==> src/rtl/ram_arbiter.sv <==
// ram_arbiter: shares one 4-bank data RAM between four requesters
// (0 = CPU data, 1 = scanout, 2 = keyboard/IO, 3 = debug/loader).
//
// Round-robin arbitration starting after the last served requester, with
// optional locked bursts of up to MAX_BURST back-to-back beats. Each granted
// command is registered onto the RAM port. Writes raise a one-hot bank
// enable taken from the top two address bits. Read data comes back two
// cycles after gnt, tagged with the requester index.
//
// Ports:
//   clk, reset              clock, synchronous active-high reset
//   req/lock/we [3:0]       per-requester request, burst request, write flag
//   addr  [4*AW-1:0]        packed addresses, requester i at [i*AW +: AW]
//   wdata [4*DW-1:0]        packed write data, requester i at [i*DW +: DW]
//   gnt   [3:0]             one-hot: requester i's command was taken
//   rvalid/rid/rdata        tagged read return
//   ram_addr/ram_wdata      registered RAM command
//   ram_load [3:0]          one-hot bank write enable (0 on reads)
//   ram_rdata               RAM read data, valid the cycle after ram_addr
module ram_arbiter #(
  parameter int AW        = 14,
  parameter int DW        = 16,
  parameter int MAX_BURST = 4
) (
  input  logic            clk,
  input  logic            reset,
  input  logic [3:0]      req,
  input  logic [3:0]      lock,
  input  logic [3:0]      we,
  input  logic [4*AW-1:0] addr,
  input  logic [4*DW-1:0] wdata,
  output logic [3:0]      gnt,
  output logic            rvalid,
  output logic [1:0]      rid,
  output logic [DW-1:0]   rdata,
  output logic [AW-1:0]   ram_addr,
  output logic [DW-1:0]   ram_wdata,
  output logic [3:0]      ram_load,
  input  logic [DW-1:0]   ram_rdata
);

  typedef enum logic [1:0] {ARB, ACCESS, BURST} state_t;

  localparam logic [3:0] MAXB = 4'(MAX_BURST);

  state_t          state_q, state_d;
  logic [1:0]      last_q, last_d;
  logic [1:0]      own_q, own_d;
  logic [3:0]      beat_q, beat_d;
  logic [3:0]      gnt_q, gnt_d;
  logic [AW-1:0]   ram_addr_q, ram_addr_d;
  logic [DW-1:0]   ram_wdata_q, ram_wdata_d;
  logic [3:0]      ram_load_q, ram_load_d;
  // Read tracking: [0] aligns with the gnt cycle, [1] with the cycle
  // ram_rdata is valid; rvalid follows one register later.
  logic [1:0]      vld_pipe_q, vld_pipe_d;
  logic [1:0][1:0] id_pipe_q, id_pipe_d;
  logic            rvalid_q, rvalid_d;
  logic [1:0]      rid_q, rid_d;
  logic [DW-1:0]   rdata_q, rdata_d;

  logic       found, take;
  logic [1:0] win, tid, cand;

  // Rotating priority: first requester after last_q, wrapping mod 4.
  always_comb begin
    found = 1'b0;
    win   = 2'd0;
    cand  = 2'd0;
    for (int k = 1; k <= 4; k++) begin
      cand = last_q + 2'(k);
      if (!found && req[cand]) begin
        found = 1'b1;
        win   = cand;
      end
    end
  end

  always_comb begin
    state_d = state_q;
    last_d  = last_q;
    own_d   = own_q;
    beat_d  = beat_q;
    take    = 1'b0;
    tid     = own_q;
    case (state_q)
      ARB: begin
        if (found) begin
          take    = 1'b1;
          tid     = win;
          own_d   = win;
          beat_d  = 4'd1;
          state_d = lock[win] ? BURST : ACCESS;
        end
      end
      ACCESS: begin
        // Requester is swapping its command this cycle; ignore req.
        last_d  = own_q;
        state_d = ARB;
      end
      BURST: begin
        if (req[own_q] && lock[own_q] && beat_q < MAXB) begin
          take   = 1'b1;
          beat_d = beat_q + 4'd1;
        end else begin
          last_d  = own_q;
          state_d = ARB;
        end
      end
      default: state_d = ARB;
    endcase

    gnt_d       = take ? (4'b0001 << tid) : 4'b0000;
    ram_addr_d  = take ? addr[tid*AW +: AW] : ram_addr_q;
    ram_wdata_d = take ? wdata[tid*DW +: DW] : ram_wdata_q;
    ram_load_d  = (take && we[tid]) ? (4'b0001 << addr[tid*AW + AW-2 +: 2]) : 4'b0000;

    vld_pipe_d  = {vld_pipe_q[0], take && !we[tid]};
    id_pipe_d   = {id_pipe_q[0], tid};
    rvalid_d    = vld_pipe_q[1];
    rid_d       = vld_pipe_q[1] ? id_pipe_q[1] : rid_q;
    rdata_d     = vld_pipe_q[1] ? ram_rdata : rdata_q;
  end

  always_ff @(posedge clk) begin
    if (reset) begin
      state_q     <= ARB;
      last_q      <= 2'd3;
      own_q       <= 2'd0;
      beat_q      <= 4'd0;
      gnt_q       <= 4'd0;
      ram_addr_q  <= '0;
      ram_wdata_q <= '0;
      ram_load_q  <= 4'd0;
      vld_pipe_q  <= 2'b00;
      id_pipe_q   <= '0;
      rvalid_q    <= 1'b0;
      rid_q       <= 2'd0;
      rdata_q     <= '0;
    end else begin
      state_q     <= state_d;
      last_q      <= last_d;
      own_q       <= own_d;
      beat_q      <= beat_d;
      gnt_q       <= gnt_d;
      ram_addr_q  <= ram_addr_d;
      ram_wdata_q <= ram_wdata_d;
      ram_load_q  <= ram_load_d;
      vld_pipe_q  <= vld_pipe_d;
      id_pipe_q   <= id_pipe_d;
      rvalid_q    <= rvalid_d;
      rid_q       <= rid_d;
      rdata_q     <= rdata_d;
    end
  end

  assign gnt       = gnt_q;
  assign ram_addr  = ram_addr_q;
  assign ram_wdata = ram_wdata_q;
  assign ram_load  = ram_load_q;
  assign rvalid    = rvalid_q;
  assign rid       = rid_q;
  assign rdata     = rdata_q;

endmodule

==> config.mk <==
export PLATFORM = sky130hd
export DESIGN_NAME = ram_arbiter
export DESIGN_NICKNAME = d
export VERILOG_FILES = /design/src/rtl/ram_arbiter.sv
export SDC_FILE = /design/constraint.sdc
export NUM_CORES = 1
export LEC_CHECK = 0
export CORE_ASPECT_RATIO = 1.5
export CORE_MARGIN = 2
export CORE_UTILIZATION = 45
export DETAILED_ROUTE_END_ITERATION = 10
export DONT_BUFFER_PORTS = 1
export PLACE_DENSITY = 0.71
export SYNTH_ARGS = -nofsm -noshare
export SYNTH_HDL_FRONTEND = slang
export SYNTH_SLANG_ARGS = --single-unit
==> constraint.sdc <==
create_clock -name clk -period 4.3 [get_ports clk]
set_input_delay 0.86 -clock clk [delete_from_list [all_inputs] [get_ports clk]]
set_output_delay 0.86 -clock clk [all_outputs]
set_load 0.01 [all_outputs]
==> results.md <==
- Status: finished clean
- Maxcap violations: 0
- TNS Setup: 0 ns
- Largest net degree at the start of global routing: 63
- Startpoint types: primary input
- CP required: 4.57 ns
- Skew-Pair Late Insertion Delay: roughly 0.33 ns
- Fin nets: 627
- Leak Pwr: around 1.7 nW
- First-pass GRT wire length: 16,700 microns
- Fmax: 284 MHz
- Wire length after detailed routing: 11,300 microns
- Storage element area: 1420 sq um
- Multi-input logic area: roughly 2200 sq um
- Psw: 1.29 mW
- CTS Buf Count: 9
- Clock share of power: between 20% and 30%
- Pwr/cell area: 749 nW/um^2
- Worst Path Max Fanout: 40
- Max Transition Viols Final: 0
- Crit. Startpoint: req[2]
- Comb power frac: 41.2%
- Core outline area: 8360 sq um
- Layout Skew: 0.00753 ns
- CTS tree: built
- Via Count: 3,578
- DR DRC count: 0
- Crit-path slowest cell: mux4_2
- Routability Congestion: 0.839
- CTS Root Cell: clkbuf_16
- Hold-fix buffer count after cts: 0
- Die Wd: 79.4 microns
- Count of final hold-check violations: 0
- Crit. End Element: register
- Clock Tree Buf Depth: 2
- GR Overflow Total: 0
- Post-synth EDFFs: 0
- Final setup violation count: 0
- Unique masters post-synth: 51
- Area of the mapped netlist: 3840 sq um
- Die area: 9310 sq um
- Critical-path cell list: nor4_1 -> o21ai_1 -> and3_1 -> clkinv_4 -> ha_1 -> mux4_2 -> mux2i_1 -> nor2_1 -> a41oi_1 -> and2_1
- Postcts setup bufs: 0
- Post-DP HPWL: just over 8000 microns
- Initial antenna violation count: 0
- Via-per-instance ratio: 6.11
- Layout cells sized above 1: under 10%
- Clock slew at reported path FFs: 0.06 ns
- Min-Delay Path Class: register to register
- H-tree depth: 3
- P&R area growth vs syn: 8.47%
- Seq cells post-synth: 71
- Main synth FF type: dfxtp_1
- Worst slew pin tran: 0.963 ns
- CP peak stage delay: 0.57 ns
- DRT Pass-1 Iters: 5
- Most frequent cells in the layout: nand2_1 (139), dfxtp_1 (71), nor2_1 (57), mux2i_1 (26), a211oi_1 (21)
- Post-synth ARST share: 0%
- Row cnt: 41
- Diodes inserted: 0
- Starting Density: a little under half
- CP arrival: 3.79 ns
- Reg power frac: between 30% and 40%
- Commonest non-fill, non-tap cell in the layout: nand2_1
- Relative slew slack: between 30% and 40%
- Pint: 1.84 mW
- GRT Total Usage: 23.6%
- WL/cell: 19.3 microns
- Synth warn: 0
- Post-route minimum period: 3.52 ns
- Gates resized, CTS repair: 0
- Syn Area/Cell: roughly 7.7 sq um
- Num ports: 207
- Syn nets: 650
- Post-Syn Instances: 497
- Post-place setup slack: ~0.50 ns
- CP Class: primary input to register
- VDD IR max: ~0.31 mV
- Reg2reg start: state_q[0]
- Fin crit share: 81.9%
- Via count of the first global-routing pass: between 3,000 and 4,000
- Port bufs: 0
- Switching Fraction: 41.2%
- Clock sinks: 71
- Antenna Nets Post-Route: 0
- Setup ws final: 0.779 ns
- Register area share after synthesis: 37.0%
- Critical hold path startpoint: vld_pipe_q[0]
- RSZ-0062 raised after global routing: no
- Number of fill cells: 826
- Drt initial violations: slightly below 200
- Die Height: 117 microns
==> per-layer routing <==
layer	vias to the layer above	share of wire (%)	wire, microns	GRT usage [%]
li1	1690	-	-	-
met1	1687	40	4490	27.5
met2	177	49	5590	39.7
met3	24	8.1	917	7.67
met4	0	2.7	303	9.89
met5	-	0	0	0
==> power by group through the flow <==
stage	Combinational [mW]	Clock (mW)	Sequential, mW
2_1_floorplan	1.09	0	1.01
3_3_place_gp	1.23	0	1.08
3_5_place_dp	1.28	0	1.08
4_1_cts	1.29	0.783	1.07
5_1_grt	1.43	0.825	1.08
6_report	1.29	0.769	1.07
==> Yosys cell counts (2+ instances only) <==
| cell type | number | area share [%] |
|---|---|---|
| buf_2 | 9 | 1.2 |
| a31oi_1 | 3 | 0.49 |
| o21ai_1 | 2 | 0.26 |
| nand3_1 | 13 | 1.7 |
| nor3_1 | 5 | 0.65 |
| mux2i_1 | 26 | 6.8 |
| and3_1 | 8 | 1.3 |
| or3_1 | 2 | 0.33 |
| nor2_1 | 57 | 5.6 |
| ha_1 | 3 | 0.98 |
| mux4_2 | 6 | 3.5 |
| nor3b_1 | 2 | 0.39 |
| a211o_1 | 3 | 0.68 |
| inv_1 | 8 | 0.78 |
| nand2b_1 | 3 | 0.49 |
| buf_1 | 2 | 0.20 |
| and2_1 | 7 | 1.1 |
| mux2_2 | 2 | 0.59 |
| a311o_1 | 7 | 1.8 |
| dfxtp_1 | 71 | 37 |
| a211oi_1 | 21 | 4.1 |
| o21ai_0 | 4 | 0.52 |
| o22ai_1 | 3 | 0.49 |
| buf_4 | 3 | 0.59 |
| nor2b_1 | 6 | 0.98 |
| a221oi_1 | 20 | 4.6 |
| a21oi_1 | 16 | 2.1 |
| or2_2 | 2 | 0.33 |
| clkbuf_1 | 23 | 2.2 |
| nand2_1 | 139 | 14 |
==> critical path, delay by kind of cell <==
family / cells / cell delay (ns)
buf+inv: 1 / 0.25
compound gates: 2 / 0.46
simple gates: 4 / 0.94
mux: 2 / 0.71
fa+ha+maj: 1 / 0.54
==> flip-flops by register name, indices dropped and copies added (netlist names) <==
register	cells
rid	2
id_pipe_q	2
id_pipe_d	2
last_q	2
ram_load	4
beat_q	4
ram_addr	14
vld_pipe_q	2
gnt	4
rdata	16
state_q	2
rvalid	1
ram_wdata	16
==> layout make-up <==
type                            count  area share, %
Timing Repair Buffer                4          0.721
Sequential cell                    71           34.1
Tap cell                          107           3.21
Clock buffer                       11           6.07
Inverter                           10           1.02
Multi-Input combinational cell    378           53.3
Clock inverter                      5           1.56
==> cell families after synthesis <==
group                      synth area share (%)
and+or+nand+nor                            27.5
AOI/OAI and AO/OA                          18.0
DFF                                        37.0
buffers and inverters                      5.60
muxes                                      10.9
adders and majority gates                 0.977
==> metrics by stage <==
stage	cell area [sq um]	hold WS (ns)	utilization, %	power (mW)	std cells
final	4170	0.443	49.8	3.12	586
after global routing	4170	0.454	49.8	3.34	586
after CTS	4170	0.443	49.8	3.14	586
after detailed placement	3850	0.431	46.0	2.36	570
after global placement	3850	0.426	46.0	2.30	570
after floorplan	3840	0.414	-	2.10	497
==> worst paths after layout <==
kind / end / slack [ns] / cells after the start
hold reg to reg: vld_pipe_q[1] / 0.44 / 1
setup / recovery: ram_load[0] / 0.78 / 10
hold / removal: vld_pipe_q[1] / 0.44 / 1
setup reg to reg: ram_load[0] / 1.02 / 10
(Power assumes the default switching activity.)
